--- config.mk ---
export PLATFORM = sky130hd
export DESIGN_NAME = telemetry_tx_flat
export DESIGN_NICKNAME = d
export VERILOG_FILES = /design/src/rtl/telemetry_tx_if.sv /design/src/rtl/telemetry_tx.sv /design/src/flat_wrapper.sv
export SDC_FILE = /design/constraint.sdc
export NUM_CORES = 1
export LEC_CHECK = 0
export CORE_UTILIZATION = 45
export DETAILED_ROUTE_END_ITERATION = 12
export PLACE_DENSITY_LB_ADDON = 0.08
export SKIP_CTS_REPAIR_TIMING = 1
export SLEW_MARGIN = 15
export SYNTH_ARGS = -nofsm -noshare
export SYNTH_HDL_FRONTEND = slang
export SYNTH_SLANG_ARGS = --single-unit
--- constraint.sdc ---
create_clock -name clk -period 2.7 [get_ports clk]
set_clock_uncertainty 0.1 [all_clocks]
set_input_delay 0.81 -clock clk [delete_from_list [all_inputs] [get_ports clk]]
set_output_delay 0.81 -clock clk [all_outputs]
set_load 0.1 [all_outputs]
--- src/rtl/telemetry_tx_if.sv ---
// Sample-bus and status bundle between the data collector and the telemetry serialiser.
interface telemetry_tx_if;
   logic       sample_valid;
   logic [7:0] sample_data;
   logic       ovf_clr;
   logic       tx;
   logic       busy;
   logic [4:0] fifo_count;
   logic       overflow;

   modport master (
      output sample_valid, sample_data, ovf_clr,
      input  tx, busy, fifo_count, overflow
   );

   modport slave (
      input  sample_valid, sample_data, ovf_clr,
      output tx, busy, fifo_count, overflow
   );
endinterface

--- src/rtl/telemetry_tx.sv ---
// Buffers 8-bit voltage samples in a small FIFO and serialises them as 8N1 frames,
// sending back-to-back frames with no idle gap while samples are waiting.
module telemetry_tx #(
   parameter int CLKS_PER_BIT = 16,
   parameter int FIFO_DEPTH   = 8
) (
   input  logic          clk,
   input  logic          rst_n,
   telemetry_tx_if.slave bus
);
   localparam int             CW       = (CLKS_PER_BIT > 1) ? $clog2(CLKS_PER_BIT) : 1;
   localparam int             AW       = $clog2(FIFO_DEPTH);
   localparam logic [CW-1:0]  BIT_LAST = CW'(CLKS_PER_BIT - 1);
   localparam logic [4:0]     DEPTH5   = 5'(FIFO_DEPTH);

   typedef enum logic [1:0] {IDLE = 2'd0, START = 2'd1, DATA = 2'd2, STOP = 2'd3} state_t;

   state_t         state_r, state_s;
   logic [CW-1:0]  clk_cnt_r;
   logic [2:0]     bit_idx_r;
   logic [7:0]     shift_r;
   logic           tx_r, busy_r, overflow_r;
   logic [7:0]     mem_r [FIFO_DEPTH];
   logic [AW-1:0]  wr_ptr_r, rd_ptr_r;
   logic [4:0]     count_r;
   logic           bit_end_s, pop_s, push_s, drop_s, fifo_nonempty_s;

   assign bit_end_s       = (clk_cnt_r == BIT_LAST);
   assign fifo_nonempty_s = (count_r != 5'd0);
   // A full FIFO still takes a write when the same edge pops the oldest entry.
   assign push_s          = bus.sample_valid && ((count_r < DEPTH5) || pop_s);
   assign drop_s          = bus.sample_valid && !push_s;

   assign bus.tx         = tx_r;
   assign bus.busy       = busy_r;
   assign bus.fifo_count = count_r;
   assign bus.overflow   = overflow_r;

   // Next-state and pop decode
   always_comb begin
      state_s = state_r;
      pop_s   = 1'b0;
      case (state_r)
         IDLE: begin
            if (fifo_nonempty_s) begin
               state_s = START;
               pop_s   = 1'b1;
            end else begin
               state_s = IDLE;
            end
         end
         START: begin
            if (bit_end_s) state_s = DATA;
            else           state_s = START;
         end
         DATA: begin
            if (bit_end_s && (bit_idx_r == 3'd7)) state_s = STOP;
            else                                  state_s = DATA;
         end
         STOP: begin
            if (bit_end_s && fifo_nonempty_s) begin
               state_s = START;
               pop_s   = 1'b1;
            end else if (bit_end_s) begin
               state_s = IDLE;
            end else begin
               state_s = STOP;
            end
         end
         default: begin
            state_s = IDLE;
            pop_s   = 1'b0;
         end
      endcase
   end

   // FSM state register
   always_ff @(posedge clk or posedge rst_n) begin
      if (rst_n) state_r <= IDLE;
      else       state_r <= state_s;
   end

   // Bit timing, shift register and registered serial line
   always_ff @(posedge clk or posedge rst_n) begin
      if (rst_n) begin
         clk_cnt_r <= '0;
         bit_idx_r <= 3'd0;
         shift_r   <= 8'h00;
         tx_r      <= 1'b1;
         busy_r    <= 1'b0;
      end else begin
         busy_r <= (state_s != IDLE);
         if ((state_r == IDLE) || bit_end_s) clk_cnt_r <= '0;
         else                                clk_cnt_r <= clk_cnt_r + CW'(1);

         if (pop_s) begin
            shift_r   <= mem_r[rd_ptr_r];
            tx_r      <= 1'b0;
            bit_idx_r <= 3'd0;
         end else if (bit_end_s && (state_r == START)) begin
            tx_r    <= shift_r[0];
            shift_r <= {1'b0, shift_r[7:1]};
         end else if (bit_end_s && (state_r == DATA)) begin
            bit_idx_r <= bit_idx_r + 3'd1;
            if (bit_idx_r == 3'd7) begin
               tx_r <= 1'b1;
            end else begin
               tx_r    <= shift_r[0];
               shift_r <= {1'b0, shift_r[7:1]};
            end
         end else if (state_s == IDLE) begin
            tx_r <= 1'b1;
         end
      end
   end

   // FIFO pointers, occupancy and sticky overflow
   always_ff @(posedge clk or posedge rst_n) begin
      if (rst_n) begin
         wr_ptr_r   <= '0;
         rd_ptr_r   <= '0;
         count_r    <= 5'd0;
         overflow_r <= 1'b0;
      end else begin
         if (push_s) wr_ptr_r <= wr_ptr_r + AW'(1);
         if (pop_s)  rd_ptr_r <= rd_ptr_r + AW'(1);
         case ({push_s, pop_s})
            2'b10:   count_r <= count_r + 5'd1;
            2'b01:   count_r <= count_r - 5'd1;
            default: count_r <= count_r;
         endcase
         // A new drop wins over a same-edge clear.
         if (drop_s)           overflow_r <= 1'b1;
         else if (bus.ovf_clr) overflow_r <= 1'b0;
      end
   end

   // FIFO storage
   always_ff @(posedge clk) begin
      if (push_s && !rst_n) mem_r[wr_ptr_r] <= bus.sample_data;
   end
endmodule

--- src/flat_wrapper.sv ---
// flat-port wrapper written by rule: the top's interface ports become plain ports
module telemetry_tx_flat 
#(
   parameter int CLKS_PER_BIT = 16,
   parameter int FIFO_DEPTH   = 8
)
  (clk, rst_n, bus_sample_valid, bus_sample_data, bus_ovf_clr, bus_tx, bus_busy, bus_fifo_count, bus_overflow);
  telemetry_tx_if bus_i ();
  input  logic clk;
  input  logic rst_n;
  input wire logic [$bits(bus_i.sample_valid)-1:0] bus_sample_valid;
  input wire logic [$bits(bus_i.sample_data)-1:0] bus_sample_data;
  input wire logic [$bits(bus_i.ovf_clr)-1:0] bus_ovf_clr;
  output wire logic [$bits(bus_i.tx)-1:0] bus_tx;
  output wire logic [$bits(bus_i.busy)-1:0] bus_busy;
  output wire logic [$bits(bus_i.fifo_count)-1:0] bus_fifo_count;
  output wire logic [$bits(bus_i.overflow)-1:0] bus_overflow;
  assign bus_i.sample_valid = bus_sample_valid;
  assign bus_i.sample_data = bus_sample_data;
  assign bus_i.ovf_clr = bus_ovf_clr;
  assign bus_tx = bus_i.tx;
  assign bus_busy = bus_i.busy;
  assign bus_fifo_count = bus_i.fifo_count;
  assign bus_overflow = bus_i.overflow;
  telemetry_tx #(.CLKS_PER_BIT(CLKS_PER_BIT), .FIFO_DEPTH(FIFO_DEPTH)) u_core (.clk(clk), .rst_n(rst_n), .bus(bus_i));
endmodule
======== Yosys cells after proc, flatten, opt, wreduce, memory -nomap -nowiden ========
Memories as Yosys holds them, arrays and structs flattened.
Index checks and enable logic that the tools add are counted.
operators by class
  divide/modulo/power cells ............... 0
  bitwise gates (word level) .............. 0
  equality and inequality tests ........... 9
  multiplexer cells ....................... 27
  shifts and indexed selects .............. 0
  add/subtract/negate cells ............... 6
  reduce and logical (&&, ||, !) cells .... 22
  $mul .................................... 0
  order comparisons ....................... 1
operator list
  cell                   number
  $mux W8                4
  $mux W1                13
  $pmux W5 S2            1
  $add A3 B1 Y3 const B  3
  $mux W3                3
  $pmux W2 S4            1
  $reduce_bool A2 Y1     4
  $logic_and A1 B1 Y1    7
  $eq A2 B2 Y1 const B   3
  $mux W2                3
  $add A5 B1 Y5 const B  1
  $lt A5 B4 Y1 const B   1
  $reduce_bool A5 Y1     1
  $sub A5 B1 Y5 const B  1
  $add A4 B1 Y4 const B  1
  $eq A2 B1 Y1 const B   2
  $eq A4 B4 Y1 const B   1
  $logic_not A2 Y1       2
  $mux W4                1
  $reduce_and A2 Y1      2
  $reduce_bool A4 Y1     1
  $eq A3 B3 Y1 const B   1
  $ne A3 B2 Y1 const B   1
  $reduce_bool A3 Y1     1
  other kinds (4)        6
word-level totals
  logic and storage cells ................. 76
  memories kept ........................... 1
  bits in registers ....................... 31
  input port bits ......................... 12
  bits in latches ......................... 0
  memory bits (writable) .................. 64
  bits in read-only memories .............. 0
memories
  memory        depth  width  read ports  clocked after memory_dff  write ports  RTL line            text
  u_core.mem_r  8      8      1           0                         1            telemetry_tx.sv:23  logic [7:0] mem_r [FIFO_DEPTH];

======== Logic depth before layout (Yosys ltp) ========
Gate-level depths: netlist of the first run.
  depth after elaboration ................. 9
  gate-level depth with buffers ........... 12
  depth with buffers taken out ............ 11

======== Worst setup path after synthesis of the first run ========
No wires, ideal clock.
  path type ............................... reg2reg
  start ................................... reg u_core.count_r[0], in the netlist u_core.bus.fifo_count[0]
  end ..................................... reg u_core.count_r[4], in the netlist u_core.bus.fifo_count[4]
  period minus slack after synthesis ...... 2908 ps
  arrival time ............................ 2721 ps
  library setup time ...................... 87 ps
  setup slack ............................. -208 ps
  stages on the path, launching flop included .. 9
  path through ............................ dfrtp_1 nor3_1 a211oi_2 nand2_1 fa_1 nand2b_1 a21oi_1 a31oi_1 o211ai_1
on the way
  longest elaborated chain between the ends .. 8
ends and longest elaborated chain
  item                                                      RTL line             text
  start, declared                                           telemetry_tx.sv:25   logic [4:0] count_r;
  start signal, assigned                                    telemetry_tx.sv:128  2'b10: count_r <= count_r + 5'd1;
  start signal, assigned                                    telemetry_tx.sv:129  2'b01: count_r <= count_r - 5'd1;
  start signal, assigned                                    telemetry_tx.sv:130  default: count_r <= count_r;
  $reduce_bool A5 Y1                                        telemetry_tx.sv:29   assign fifo_nonempty_s = (count_r != 5'd0);
  $logic_and A1 B1 Y1                                       telemetry_tx.sv:61   if (bit_end_s && fifo_nonempty_s) begin
  $mux W1                                                   telemetry_tx.sv:61
  $pmux W1 S2                                               telemetry_tx.sv:43   case (state_r)
  $logic_or A1 B1 Y1                                        telemetry_tx.sv:31   assign push_s = bus.sample_valid && ((count_r < DEPTH5) || pop_s);
  $logic_and A1 B1 Y1                                       telemetry_tx.sv:31
  $eq A2 B1 Y1 / $eq A2 B2 Y1 (equally long branches)       telemetry_tx.sv:127  case ({push_s, pop_s})
  $pmux W5 S2 / $reduce_bool A2 Y1 (equally long branches)  -
Parallel ways exist; a longest one is shown, timed or not.
A chain may end at the register's enable or synchronous reset.

======== Final worst setup path of the first run ========
  start ................................... reg u_core.state_r[0]
  end ..................................... reg u_core.count_r[4], in the netlist u_core.bus.fifo_count[4]
on the way
  longest elaborated chain between the ends .. 6
ends and longest elaborated chain
  item                                                      RTL line             text
  start, declared                                           telemetry_tx.sv:18   state_t state_r, state_s;
  start signal, assigned                                    telemetry_tx.sv:80   else state_r <= state_s;
  $eq A2 B2 Y1 / $logic_not A2 Y1 (equally long branches)   telemetry_tx.sv:43
  $pmux W1 S2 *                                             telemetry_tx.sv:43
  $logic_or A1 B1 Y1                                        telemetry_tx.sv:31
  $logic_and A1 B1 Y1                                       telemetry_tx.sv:31
  $eq A2 B1 Y1 / $eq A2 B2 Y1 (equally long branches)       telemetry_tx.sv:127
  $pmux W5 S2 / $reduce_bool A2 Y1 (equally long branches)  -
Mark *: on every way between the ends. The rest lies on a longest branch, timed or not.

==> metrics.log, run 1 <==
INFO  metric worst_hold_slack = ~0.4 ns
INFO  metric rr_endpoint = u_core.bus.fifo_count[4]$_DFFE_PP0P_
INFO  metric cp.depth = 10
INFO  metric critPathMaxFanout = 4
INFO  metric io_pins = 20
INFO  metric post_synth_main_area_contributors = edfxtp_1 47%, dfrtp_1 18%, mux4_2 8.8%
INFO  metric holdCritPathClass = reg2reg
INFO  metric cpLargestDelayFamily = simple AND/OR/NAND/NOR gates
INFO  metric groute.usage.overall = 17.2%
INFO  metric grt_overflow = 0
INFO  metric grt_antenna_before_repair = 0
INFO  metric async_flop_share = 32.6%
INFO  metric post_synth_instance_area = 4110 µm²
INFO  metric critical_path_arrival = around 2.7 ns
INFO  metric diodes = 0
INFO  metric ff_to_ff_start = u_core.state_r[0]$_DFF_PP0_
INFO  metric clk_latency = 0.35 ns
INFO  metric leak_pwr = 1.77 nW
INFO  metric fp.dieArea = ~9500 µm²
INFO  metric synthDominantAreaCellType = edfxtp_1
INFO  metric max-clock-path-buffers = 2
INFO  metric tritoncts = built
INFO  metric final.setup.tns = 0 ns
INFO  metric final_routed_wirelength = roughly 7.4 mm
INFO  metric cts_sinks = 95
INFO  metric synth_top_area_share = 46.8%
INFO  metric critPathLaunch = u_core.state_r[0]$_DFF_PP0_
INFO  metric crit_slowest_cell = or4_1
INFO  metric detail-route-antenna-nets = 0
INFO  metric worst-r2r-cell-count = 10
INFO  metric yosysWarningCount = 0
INFO  metric worst_slack = approximately 0.21 ns
INFO  metric max_clock_freq = between 400 and 500 MHz
INFO  metric start_util = between 40 and 50%
INFO  metric ys_dominant_reg_cell = edfxtp_1
INFO  metric h-tree-depth = 3
INFO  metric setup-violations-final = 0
INFO  metric critical_path.max_stage_delay = around 0.40 ns
INFO  metric routabilityCongestion = 0.715
INFO  metric synthesis.nets = slightly below 300
INFO  metric critical_path_buf_inv_count = 2
INFO  metric rsz0062_at_grt = false
INFO  metric detailed_place.area = between 4000 and 5000 µm²
INFO  metric detailedRoute.firstPassIterationCount = 4
INFO  metric drive_above_1_share = a little under a quarter
INFO  metric r2r_setup_slack = between 0.2 and 0.25 ns
INFO  metric global_route_wire_length_before_repair = roughly 12 mm
INFO  metric routed_via_density = 5.44
INFO  metric number_of_buffers_created_by_cts = 9
INFO  metric critical_path.endpoint = u_core.bus.fifo_count[4]$_DFFE_PP0P_
INFO  metric fin_util = a little over half
INFO  metric rows = 34
INFO  metric finalInstanceArea = 4720 µm²
INFO  metric synth_seq_cells = 95
INFO  metric maxCapViolCount = 0
INFO  metric cp_cell_sequence = inv_1, ha_1, a211oi_2, nand2_1, inv_1, ha_1, nor2_1, a21oi_1, or4_1, o211ai_1
INFO  metric powerDensity = a little over 900 nW/µm²
INFO  metric grt_max_degree = 32
INFO  metric routedWlPerCell = about 18 µm
INFO  metric place.detailed.hpwl = approximately 4.8 mm
INFO  metric nNetsFinal = about 330
INFO  metric worst_setup_hold_path_clk_slew = 0.10 ns
INFO  metric vias = between 2000 and 2500
INFO  metric violation_count_after_the_first_detailed_routing_iteration = 87
INFO  metric timing.final.crit_period = approximately 2.5 ns
INFO  metric outcome = completed
INFO  metric setup.worst_path.class = reg2reg
INFO  metric relSlewSlack = a little under three fifths
INFO  metric floorplan.core_area = about 8800 µm²
INFO  metric cp-end-kind = flop
INFO  metric post_syn_instances = ~270
INFO  metric clk_root_buffer_cell = clkbuf_8
INFO  metric dp_worst_setup_slack = -0.0388 ns
INFO  metric post_synth_num_cell_types = between 40 and 50
INFO  metric cp.required = about 2.9 ns
INFO  metric finalHoldViolations = 0
INFO  metric vias_in_the_first_global_route = 2338
INFO  metric drcViolationCount = 0
INFO  metric start_kind = flop
INFO  metric syn_avg_cell_area = around 15 µm²
INFO  metric drv_slew = 0
INFO  metric timing_worst_slew_pin_value = around 0.64 ns
INFO  metric synth-edff-count = 64
INFO  metric seq_area_frac_synth = 65.7%
INFO  metric portBuffers = 19
INFO  metric die_extent_in_x = 97.5 µm
INFO  metric min_period_over_period = just over 90%
INFO  metric floorplan.die.height = just under 100 µm
INFO  metric maximum_ir_drop_on_the_vdd_rail = approximately 0.68 mV
INFO  metric layout-area-overhead-vs-synth = 15.0%
[cells in the mapped netlist, drive strengths merged, types with 5 or more instances]
master	number
edfxtp	64
buf	5
a21oi	11
a211oi	8
nand3	5
mux4	16
nand2	11
ha	12
inv	11
mux2i	12
nor4	5
nor2b	8
clkbuf	5
o21ai	6
dfrtp	30
xnor2	9
nor2	18
[sequential cells by signal, summed over array words and instances, names as in the netlist]
| register | count |
|---|---|
| u_core.state_r | 2 |
| u_core.clk_cnt_r | 4 |
| u_core.bus.fifo_count | 5 |
| u_core.bus.overflow | 1 |
| u_core.bus.tx | 1 |
| u_core.wr_ptr_r | 3 |
| u_core.bus.busy | 1 |
| u_core.bit_idx_r | 3 |
| u_core.shift_r | 8 |
| u_core.rd_ptr_r | 3 |
| u_core.mem_r | 64 |
[how the worst min path moves through the flow]
stage,from,endpoint,slack (ns),cells past startpoint
global placement,u_core.clk_cnt_r[0]$_DFF_PP0_,u_core.clk_cnt_r[0]$_DFF_PP0_,0.40,1
global route,u_core.clk_cnt_r[0]$_DFF_PP0_,u_core.clk_cnt_r[0]$_DFF_PP0_,0.42,1
detailed placement,u_core.clk_cnt_r[0]$_DFF_PP0_,u_core.clk_cnt_r[0]$_DFF_PP0_,0.40,1
CTS,u_core.clk_cnt_r[0]$_DFF_PP0_,u_core.clk_cnt_r[0]$_DFF_PP0_,0.41,1
finish,u_core.clk_cnt_r[0]$_DFF_PP0_,u_core.clk_cnt_r[0]$_DFF_PP0_,0.40,1
floorplan,u_core.clk_cnt_r[0]$_DFF_PP0_,u_core.clk_cnt_r[0]$_DFF_PP0_,0.36,1
[where the power goes]
part           switching, mW  internal, mW  leakage, nW  total, mW
Sequential             0.199          1.76        0.940       1.96
Clock                  0.529         0.355       0.0976      0.884
Combinational          0.909         0.656        0.737       1.56
[cell families (layout without fill, tap and decap cells)]
logic type               after synthesis  count (layout)  synth area share, %
flip-flops                            95              95                 65.7
AND/OR/NAND/NOR                       61              61                 7.43
AO/OA/AOI/OAI                         38              38                 6.40
multiplexers                          30              30                 12.2
buffers and inverters                 21              66                 2.13
adder cells (fa/ha/maj)               13              13                 4.14
XOR/XNOR                               9               9                 1.92
[worst register-to-register path, stage by stage (launching register included)]
cell and delay [ns]:
dfrtp_1 0.39, inv_1 0.07, ha_1 0.35, a211oi_2 0.29, nand2_1 0.15, inv_1 0.13
ha_1 0.27, nor2_1 0.11, a21oi_1 0.07, or4_1 0.40, o211ai_1 0.09
[per-layer routing]
| metal | wire length [µm] | vias to the layer above | global-route usage (%) |
|---|---|---|---|
| li1 | - | 1095 | - |
| met1 | 3700 | 1159 | 24.6 |
| met2 | 3500 | 27 | 26.5 |
| met3 | 169 | 4 | 3.02 |
| met4 | 57 | 0 | 6.22 |
| met5 | 0 | - | 0 |
[placed cells by master, fill, tap and decap left out, types with 2 or more instances in the layout]
cell type	count
edfxtp_1	64
buf_4	28
dfrtp_1	25
nor2_1	18
mux4_2	16
mux2i_1	12
a21oi_1	11
nand2_1	11
inv_1	11
ha_1	11
clkdlybuf4s50_1	11
xnor2_1	9
clkbuf_8	9
nor2b_1	8
a211oi_1	7
nand3_1	5
dfrtp_2	5
nor3_1	4
o21ai_0	3
nand2b_1	3
nor4_1	3
clkinv_4	3
o21ai_2	2
o22ai_1	2
mux2_1	2
a22oi_1	2
a31oi_1	2
a21o_1	2
nand3b_1	2
nor4_2	2
inv_8	2
[per-stage QoR]
| stage | std cells | power (mW) |
|---|---|---|
| 2_1_floorplan | 267 | 3.18 |
| 3_3_place_gp | 404 | 3.57 |
| 3_5_place_dp | 404 | 3.58 |
| 4_1_cts | 420 | 4.47 |
| 5_1_grt | 420 | 4.68 |
| 6_report | 420 | 4.41 |
[final cells by class]
cell class / instances / area (µm²)
Inverter: 11 / 41.3
Fill cell: 732 / 4040
Multi-Input combinational cell: 151 / 1340
Sequential cell: 95 / 2710
Clock buffer: 9 / 124
Timing Repair Buffer: 39 / 320
Tap cell: 108 / 135
Clock inverter: 7 / 62.6
Note: power is estimated with default switching activity, not from simulation.
==> run 2: changes to the inputs <==
CAP_MARGIN = 20   (was default)
CTS_BUF_LIST = sky130_fd_sc_hd__clkbuf_8   (was default)
DONT_BUFFER_PORTS = 1   (was default)
==> metrics.log, run 2 (synthesis gave the netlist of run 1 again) <==
INFO  metric outcome = completed
INFO  metric setup-violations-final = 0
INFO  metric start_kind = flop
INFO  metric max-clock-path-buffers = 2
INFO  metric clk_root_buffer_cell = clkbuf_8
INFO  metric timing.final.crit_period = 2.51 ns
INFO  metric place.detailed.hpwl = 4.94 mm
INFO  metric leak_pwr = 1.72 nW
INFO  metric clk_latency = roughly 0.37 ns
INFO  metric worst_slack = approximately 0.19 ns
INFO  metric power_switching_share = roughly 36%
INFO  metric ff_to_ff_start = u_core.state_r[1]$_DFF_PP0_
INFO  metric share_comb_of_total_power = approximately 33%
INFO  metric grt_overflow = 0
INFO  metric floorplan.die.height = 97.5 µm
INFO  metric max_flop_register = u_core.mem_r
INFO  metric grt_antenna_before_repair = 0
INFO  metric io_pins = 20
INFO  metric fp.dieArea = between 9000 and 10000 µm²
INFO  metric worst_setup_hold_path_clk_slew = 0.10 ns
INFO  metric power_frac_seq = between 40% and 50%
INFO  metric cts_sinks = 95
INFO  metric detailedRoute.firstPassIterationCount = 4
INFO  metric maximum_ir_drop_on_the_vdd_rail = around 0.45 mV
INFO  metric max_clock_freq = about 400 MHz
INFO  metric vias_in_the_first_global_route = between 2000 and 2500
INFO  metric nNetsFinal = roughly 320
INFO  metric fillcell_total = 754
INFO  metric number_of_buffers_created_by_cts = 9
INFO  metric drive_above_1_share = approximately 23%
INFO  metric groute.usage.overall = approximately 17%
INFO  metric holdCritPathClass = in2async
INFO  metric portBuffers = 0
INFO  metric routabilityCongestion = about 0.8
INFO  metric timing_worst_slew_pin_value = ~0.61 ns
INFO  metric start_util = a little under half
INFO  metric maxCapViolCount = 0
INFO  metric setup.worst_path.class = reg2reg
INFO  metric flip_flop_count_of_the_largest_register_after_layout = 64
INFO  metric routedWlPerCell = 17.9 µm
INFO  metric global_route_wire_length_before_repair = between 10 and 15 mm
INFO  metric worst-r2r-cell-count = 10
INFO  metric powerDensity = 966 nW/µm²
INFO  metric rsz0062_at_grt = false
INFO  metric power.switching = approximately 1.6 mW
INFO  metric h-tree-depth = 3
INFO  metric grt_max_degree = 32
INFO  metric critical_path_arrival = between 2 and 3 ns
INFO  metric cp.required = approximately 2.9 ns
INFO  metric most_frequent_standard_cell_in_the_layout_excluding_fill_and_tap_cells = edfxtp_1
INFO  metric cp-end-kind = flop
INFO  metric routed_via_density = 5.47
INFO  metric most-common-layout-cells = 64 x edfxtp_1, 25 x dfrtp_1, 22 x buf_4, 18 x nor2_1, 16 x mux4_2
INFO  metric r2r_setup_slack = roughly 0.2 ns
INFO  metric vias = 2210
INFO  metric rows = 34
INFO  metric detail-route-antenna-nets = 0
INFO  metric final_routed_wirelength = 7.23 mm
INFO  metric violation_count_after_the_first_detailed_routing_iteration = 110
INFO  metric diodes = 0
INFO  metric drv_slew = 0
INFO  metric drcViolationCount = 0
INFO  metric rr_endpoint = u_core.bus.fifo_count[4]$_DFFE_PP0P_
INFO  metric critPathMaxFanout = 4
INFO  metric worst_hold_slack = around 0.36 ns
INFO  metric final.setup.tns = 0 ns
INFO  metric cellInternalPower = approximately 2.8 mW
INFO  metric die_extent_in_x = 97.5 µm
INFO  metric layout-area-overhead-vs-synth = 12.4%
INFO  metric power_frac_clock = between 20% and 30%
INFO  metric dp_worst_setup_slack = about 0.20 ns
INFO  metric floorplan.core_area = a little under 9000 µm²
INFO  metric relSlewSlack = between 50% and 60%
INFO  metric finalHoldViolations = 0
INFO  metric tritoncts = built
INFO  metric min_period_over_period = 92.8%
## run 2: cell count changes in the layout (fill, tap and decap cells not counted)
cell	delta
clkdlybuf4s50_1	-11
buf_4	-6
clkinv_4	-2
inv_6	+2
inv_8	-2
buf_12	+1
bufinv_16	+1
clkinv_2	-1
clkinv_8	+1
clkinvlp_4	+1
## run 2: layout make-up
type | count | area (µm²) | share of cell area [%]
Clock buffer | 9 | 124 | 2.68
Multi-Input combinational cell | 151 | 1340 | 28.9
Sequential cell | 95 | 2710 | 58.6
Inverter | 11 | 41.3 | 0.895
Tap cell | 108 | 135 | 2.93
Clock inverter | 7 | 88.8 | 1.93
Timing Repair Buffer | 23 | 185 | 4.01
## run 2: per-stage QoR
| stage | util (%) | power, mW | cells | area, µm² |
|---|---|---|---|---|
| finish | 52.7 | 4.46 | 404 | 4610 |
| global placement | 50.2 | 3.53 | 388 | 4400 |
| floorplan | - | 3.18 | 267 | 4110 |
| global route | 52.7 | 4.75 | 404 | 4610 |
| CTS | 52.6 | 4.52 | 404 | 4610 |
| detailed placement | 50.2 | 3.54 | 388 | 4400 |
## run 2: critical path, stage by stage (launching register included)
cell and delay [ns]:
dfrtp_1 0.39, ha_1 0.25, a41oi_2 0.20, a211oi_2 0.29
nand2_1 0.15, inv_1 0.13, ha_1 0.27, nand2b_1 0.09
a21oi_1 0.08, or4_1 0.40, o211ai_1 0.09
## run 2: power by group through the flow
stage	Combinational, mW	Clock [mW]	Sequential (mW)
finish	1.49	0.978	1.99
global route	1.65	1.06	2.04
CTS	1.51	1.01	2.00
detailed placement	1.51	0	2.03
global placement	1.50	0	2.03
floorplan	0.919	0	2.26
## run 2: per-layer routing
layer / track usage [%] / share of wire (%) / vias to the layer above
met1: 22.7 / 47 / 1115
li1: - / - / 1068
met2: 27.3 / 49 / 17
met5: 0 / 0 / -
met4: 8.14 / 1.8 / 0
met3: 2.88 / 2.2 / 10
## run 2: worst max path at each step
stage	to	startpoint	cells past startpoint
floorplan	u_core.mem_r[1][0]$_DFFE_PP_	u_core.state_r[0]$_DFF_PP0_	7
global route	u_core.bus.fifo_count[4]$_DFFE_PP0P_	u_core.clk_cnt_r[0]$_DFF_PP0_	10
CTS	u_core.bus.fifo_count[4]$_DFFE_PP0P_	u_core.clk_cnt_r[0]$_DFF_PP0_	10
global placement	u_core.bus.fifo_count[4]$_DFFE_PP0P_	u_core.clk_cnt_r[0]$_DFF_PP0_	10
finish	u_core.bus.fifo_count[4]$_DFFE_PP0P_	u_core.state_r[1]$_DFF_PP0_	10
detailed placement	u_core.bus.fifo_count[4]$_DFFE_PP0P_	u_core.clk_cnt_r[0]$_DFF_PP0_	10
==> run 3: changes to the inputs <==
CORE_MARGIN = 4   (was default)
==> metrics.log, run 3 (synthesis gave the netlist of run 1 again) <==
INFO  metric flip_flop_count_of_the_largest_register_after_layout = 64
INFO  metric violation_count_after_the_first_detailed_routing_iteration = 59
INFO  metric outcome = completed
INFO  metric fp.dieArea = 10700 µm²
INFO  metric io_pins = 20
INFO  metric r2r_setup_slack = a little under 0.2 ns
INFO  metric setup.worst_path.class = reg2reg
INFO  metric drive_above_1_share = a little under a quarter
INFO  metric cts_sinks = 95
INFO  metric grt_max_degree = 32
INFO  metric most-common-layout-cells = 64 x edfxtp_1, 25 x dfrtp_1, 22 x buf_4, 18 x nor2_1, 16 x mux4_2
INFO  metric most_frequent_standard_cell_in_the_layout_excluding_fill_and_tap_cells = edfxtp_1
INFO  metric layout-area-overhead-vs-synth = 11.8%
INFO  metric final_routed_wirelength = 7.37 mm
INFO  metric max_flop_register = u_core.mem_r
INFO  metric timing.final.crit_period = ~2.5 ns
INFO  metric nNetsFinal = about 320
INFO  metric diodes = 0
INFO  metric drcViolationCount = 0
INFO  metric final.setup.tns = 0 ns
INFO  metric min_period_over_period = between 90% and 100%
INFO  metric critPathMaxFanout = 4
INFO  metric floorplan.core_area = 8810 µm²
INFO  metric relSlewSlack = between 50% and 60%
INFO  metric cp.required = approximately 2.9 ns
INFO  metric vias = 2247
INFO  metric ff_to_ff_start = u_core.state_r[0]$_DFF_PP0_
INFO  metric grt_antenna_before_repair = 0
INFO  metric h-tree-depth = 3
INFO  metric clk_root_buffer_cell = clkbuf_8
INFO  metric worst_hold_slack = roughly 0.37 ns
INFO  metric leak_pwr = 1.71 nW
INFO  metric grt_overflow = 0
INFO  metric floorplan.die.height = 104 µm
INFO  metric routed_via_density = approximately 5.6
INFO  metric detail-route-antenna-nets = 0
INFO  metric maxCapViolCount = 0
INFO  metric holdCritPathClass = in2async
INFO  metric max_clock_freq = between 300 and 400 MHz
INFO  metric routedWlPerCell = between 15 and 20 µm
INFO  metric setup-violations-final = 0
INFO  metric groute.usage.overall = between 10% and 20%
INFO  metric critical_path_arrival = 2.68 ns
INFO  metric vias_in_the_first_global_route = 2288
INFO  metric finalHoldViolations = 0
INFO  metric tritoncts = built
INFO  metric detailedRoute.firstPassIterationCount = 4
INFO  metric number_of_buffers_created_by_cts = 9
INFO  metric portBuffers = 0
INFO  metric rr_endpoint = u_core.bus.fifo_count[4]$_DFFE_PP0P_
INFO  metric timing_worst_slew_pin_value = ~0.62 ns
INFO  metric maximum_ir_drop_on_the_vdd_rail = roughly 0.43 mV
INFO  metric worst-r2r-cell-count = 10
INFO  metric global_route_wire_length_before_repair = 12.2 mm
INFO  metric place.detailed.hpwl = between 4 and 5 mm
INFO  metric cp-end-kind = flop
INFO  metric rsz0062_at_grt = false
INFO  metric start_util = approximately 47%
INFO  metric die_extent_in_x = a little over 100 µm
INFO  metric max-clock-path-buffers = 2
INFO  metric powerDensity = 953 nW/µm²
INFO  metric worst_setup_hold_path_clk_slew = about 0.090 ns
INFO  metric routabilityCongestion = between 0.7 and 0.8
INFO  metric rows = 34
INFO  metric drv_slew = 0
INFO  metric clk_latency = 0.36 ns
INFO  metric start_kind = flop
==> run 3: cell count changes in the layout (fill, tap and decap cells not counted) <==
| cell | previous run | this run |
|---|---|---|
| clkinv_8 | 1 | 0 |
| inv_8 | 0 | 3 |
| clkinvlp_4 | 1 | 0 |
| bufinv_16 | 1 | 0 |
| clkinv_1 | 0 | 1 |
| inv_6 | 3 | 1 |
| clkinv_4 | 1 | 2 |
==> run 3: worst max path at each step <==
stage          cells after the start                                    to                          start  slack, ns
2_1_floorplan                      7          u_core.mem_r[1][0]$_DFFE_PP_    u_core.state_r[0]$_DFF_PP0_       0.07
3_3_place_gp                      10  u_core.bus.fifo_count[4]$_DFFE_PP0P_  u_core.clk_cnt_r[0]$_DFF_PP0_       0.26
3_5_place_dp                      10  u_core.bus.fifo_count[4]$_DFFE_PP0P_  u_core.clk_cnt_r[0]$_DFF_PP0_       0.19
4_1_cts                           10  u_core.bus.fifo_count[4]$_DFFE_PP0P_  u_core.clk_cnt_r[0]$_DFF_PP0_       0.16
5_1_grt                           10  u_core.bus.fifo_count[4]$_DFFE_PP0P_  u_core.clk_cnt_r[0]$_DFF_PP0_       0.02
6_report                          10  u_core.bus.fifo_count[4]$_DFFE_PP0P_    u_core.state_r[0]$_DFF_PP0_       0.20
==> run 3: worst max-delay path: stages (launching register included) <==
cell,delay [ns]
dfrtp_1,0.39
ha_1,0.25
a41oi_2,0.20
a211oi_2,0.29
nand2_1,0.14
inv_1,0.13
ha_1,0.27
nand2b_1,0.08
a21oi_1,0.08
or4_1,0.40
o211ai_1,0.09
==> run 3: routing by layer <==
| layer | wire length [µm] | track usage, % | part of all wire (%) |
|---|---|---|---|
| met1 | 3540 | 20.4 | 48 |
| met2 | 3570 | 23.3 | 48 |
| met3 | 179 | 2.99 | 2.4 |
| met4 | 78 | 4.27 | 1.1 |
| met5 | 0 | 0 | 0 |
==> run 3: final cells by class <==
cell class | count | area, µm²
Clock buffer | 9 | 124
Fill cell | 746 | 4220
Sequential cell | 95 | 2710
Multi-Input combinational cell | 151 | 1340
Inverter | 11 | 41.3
Clock inverter | 7 | 63.8
Tap cell | 108 | 135
Timing Repair Buffer | 23 | 185
==> run 3: stage by stage <==
step                area, µm²  instances  worst slack (ns)  util, %  power, mW
floorplan                4110        267            0.0656        -       3.18
global placement         4400        388             0.262     50.0       3.52
detailed placement       4400        388             0.185     50.0       3.53
CTS                      4590        404             0.164     52.1       4.43
global route             4590        404            0.0199     52.1       4.66
finish                   4590        404             0.198     52.1       4.38
==> run 3: power by group <==
part / internal, mW / switching, mW
clock: 0.358 / 0.532
sequential: 1.76 / 0.208
combinational: 0.636 / 0.879
==> edit (flow settings as in run 3) <==
Re-encode `state_t` (4 states) as one-hot, 4 bits wide.
--- a/src/rtl/telemetry_tx.sv
+++ b/src/rtl/telemetry_tx.sv
@@ -14,5 +14,5 @@
    localparam logic [4:0]     DEPTH5   = 5'(FIFO_DEPTH);
 
-   typedef enum logic [1:0] {IDLE = 2'd0, START = 2'd1, DATA = 2'd2, STOP = 2'd3} state_t;
+   typedef enum logic [3:0] {IDLE = 4'b0001, START = 4'b0010, DATA = 4'b0100, STOP = 4'b1000} state_t;
 
    state_t         state_r, state_s;
Behaviour: no difference found for any inputs over 10 cycles, from zero or initial values and one cycle with rst_n high; not proved beyond that.
==> edit against run 3 <==
Via count increased by 1.2%; power grew 18%; global-route usage grew 0.82 points; sequential cell count rose by 2; critical path depth stayed put; first-iteration DRC count is 42% higher; utilization is 0.99 points higher; sequential share of layout area down 0.26 points; maximum frequency is 0.19% lower; area after synthesis increased by 1.1%; final area rose by 2.4%; wire length up 5.8%; worst setup slack worse by 0.0046 ns; critical endpoint is now u_core.bus.fifo_count[3]$_DFFE_PP0P_; largest cell class unchanged; largest power group unchanged.
==> edit: results (changes against run 3) <==
yosys:
  ys_types: 46  # +12%
  synth-seq-area-share: 0.662  # +0.00523
  yosys-top-cells-area: "edfxtp_1 (46%), dfrtp_1 (19%), mux4_2 (8.7%)"
  synth_edf_count: 64  # unchanged
  syn_inst: 269  # +0.75%
  async_flop_share: 0.340  # +0.0139
  synth_top_cells_by_count: "edfxtp_1 (64), dfrtp_1 (31), nand2_1 (18)"
  yosys_warnings: 0  # unchanged
  synth_nets: 290  # -0.68%
grt:
  first_global_vias: 2340  # +2.3%
  antenna_found_initial: 0  # unchanged
  track_usage: 0.154  # +0.00819
  gr-total-overflow: 0  # unchanged
  grt_pass1_wl_mm: 12.8  # +5.1%
  grt_max_degree: 34  # +6.3%
setup_path:
  critPathTopFamily: "simple AND/OR/NAND/NOR gates"
  arrival_ns: 2.69  # about the same
  timing.critical_path.fanout_max: 7  # +3
  cp_slowest_cell: "or4b_4"
  max_stage_delay_ns: 0.57  # +0.17 ns
sta:
  tightest_slew_ns: 0.588  # -0.0282 ns
  hold_violations: 0  # unchanged
  whs_ns: 0.371  # +0.00291 ns
detailed_routing:
  totalWireLength_mm: 7.80  # +5.8%
  drt_iter0_drc: 84  # +42%
  firstDrtPassIters: 4  # unchanged
  vias_per_cell: 5.47  # -1.7%
cells_and_area:
  fin_cells: 416  # +3.0%
  largest_reg_flops: 64  # unchanged
  n_antenna_cell: 0  # unchanged
  drive_gt1_frac: 0.286  # +0.0594
  largest_register: "u_core.mem_r"
  fin_nets: 324  # +2.5%
power:
  p_leak_nw: 1.78  # +4.1%
  ir_worst_vdd_v: 0.000665  # +56%
cts:
  max-clock-path-buffers: 2  # unchanged
  cts_buffers: 9  # unchanged
  h-tree-depth: 3  # unchanged
  clk_latency_ns: 0.36  # about the same
  clk_pin_slew_ns: 0.10
  cts-root-buf: "clkbuf_8"
placed_design:
  io_buffers: 0  # unchanged
  dp_hpwl_mm: 5.27  # +7.5%
  placed_cells: 400  # +3.1%
  globalplace.congestion: 0.788  # +5.4%
run_status:
  status: "completed"
min_path:
  worstHoldPathType: "primary input to async pin"
-- edit: metal layers --
metal / track usage / vias up / part of all wire
met5: 0 / - / 0
met4: 0.0513 / 0 / 0.0083
met3: 0.0298 / 7 / 0.028
met2: 0.226 / 32 / 0.45
met1: 0.231 / 1134 / 0.52
li1: - / 1101 / -
-- edit: report_power, final --
group	leakage, nW	internal [mW]	switching [mW]	total, mW
Combinational	0.721	0.886	1.22	2.10
Clock	0.0925	0.355	0.545	0.900
Sequential	0.969	1.88	0.279	2.16
Total	1.78	3.12	2.04	5.16
-- edit: worst paths after layout --
check	cells after the start	endpoint	slack, ns	from
worst max-delay path	10	u_core.bus.fifo_count[3]$_DFFE_PP0P_	0.19	u_core.state_r[1]$_DFF_PP0_
worst min-delay path	2	u_core.wr_ptr_r[2]$_DFFE_PP0P_	0.37	rst_n
worst max register to register	10	u_core.bus.fifo_count[3]$_DFFE_PP0P_	0.19	u_core.state_r[1]$_DFF_PP0_
worst min register to register	1	u_core.clk_cnt_r[0]$_DFF_PP0_	0.38	u_core.clk_cnt_r[0]$_DFF_PP0_
max in group asynchronous	2	u_core.bus.tx$_DFFE_PP1P_	1.78	rst_n
min in group clk	1	u_core.clk_cnt_r[0]$_DFF_PP0_	0.38	u_core.clk_cnt_r[0]$_DFF_PP0_
-- edit: cell families (layout without fill, tap and decap cells) --
logic type	after synthesis	count (layout)	synth area share
compound gates	47	47	0.0778
xor+xnor	8	8	0.0169
fa+ha+maj	9	9	0.0289
buf+inv	14	53	0.0145
flops	97	97	0.662
mux	28	28	0.119
simple gates	66	66	0.0808
-- edit: through the flow --
stage,TNS (ns),setup WS [ns],instance area (sq um)
finish,0,0.193,4700
global route,0,0.00573,4700
CTS,0,0.150,4690
detailed placement,0,0.167,4500
global placement,0,0.214,4500
floorplan,-0.104,-0.104,4170
-- edit: area by class of cell --
| class | instances | area, sq um |
|---|---|---|
| flip-flops and latches | 97 | 2760 |
| clock inverters | 7 | 65.1 |
| well taps | 108 | 135 |
| repair buffers | 32 | 240 |
| clock buffers | 9 | 124 |
| inverters | 5 | 18.8 |
| fillers | 758 | 4150 |
| multi-input cells | 158 | 1360 |
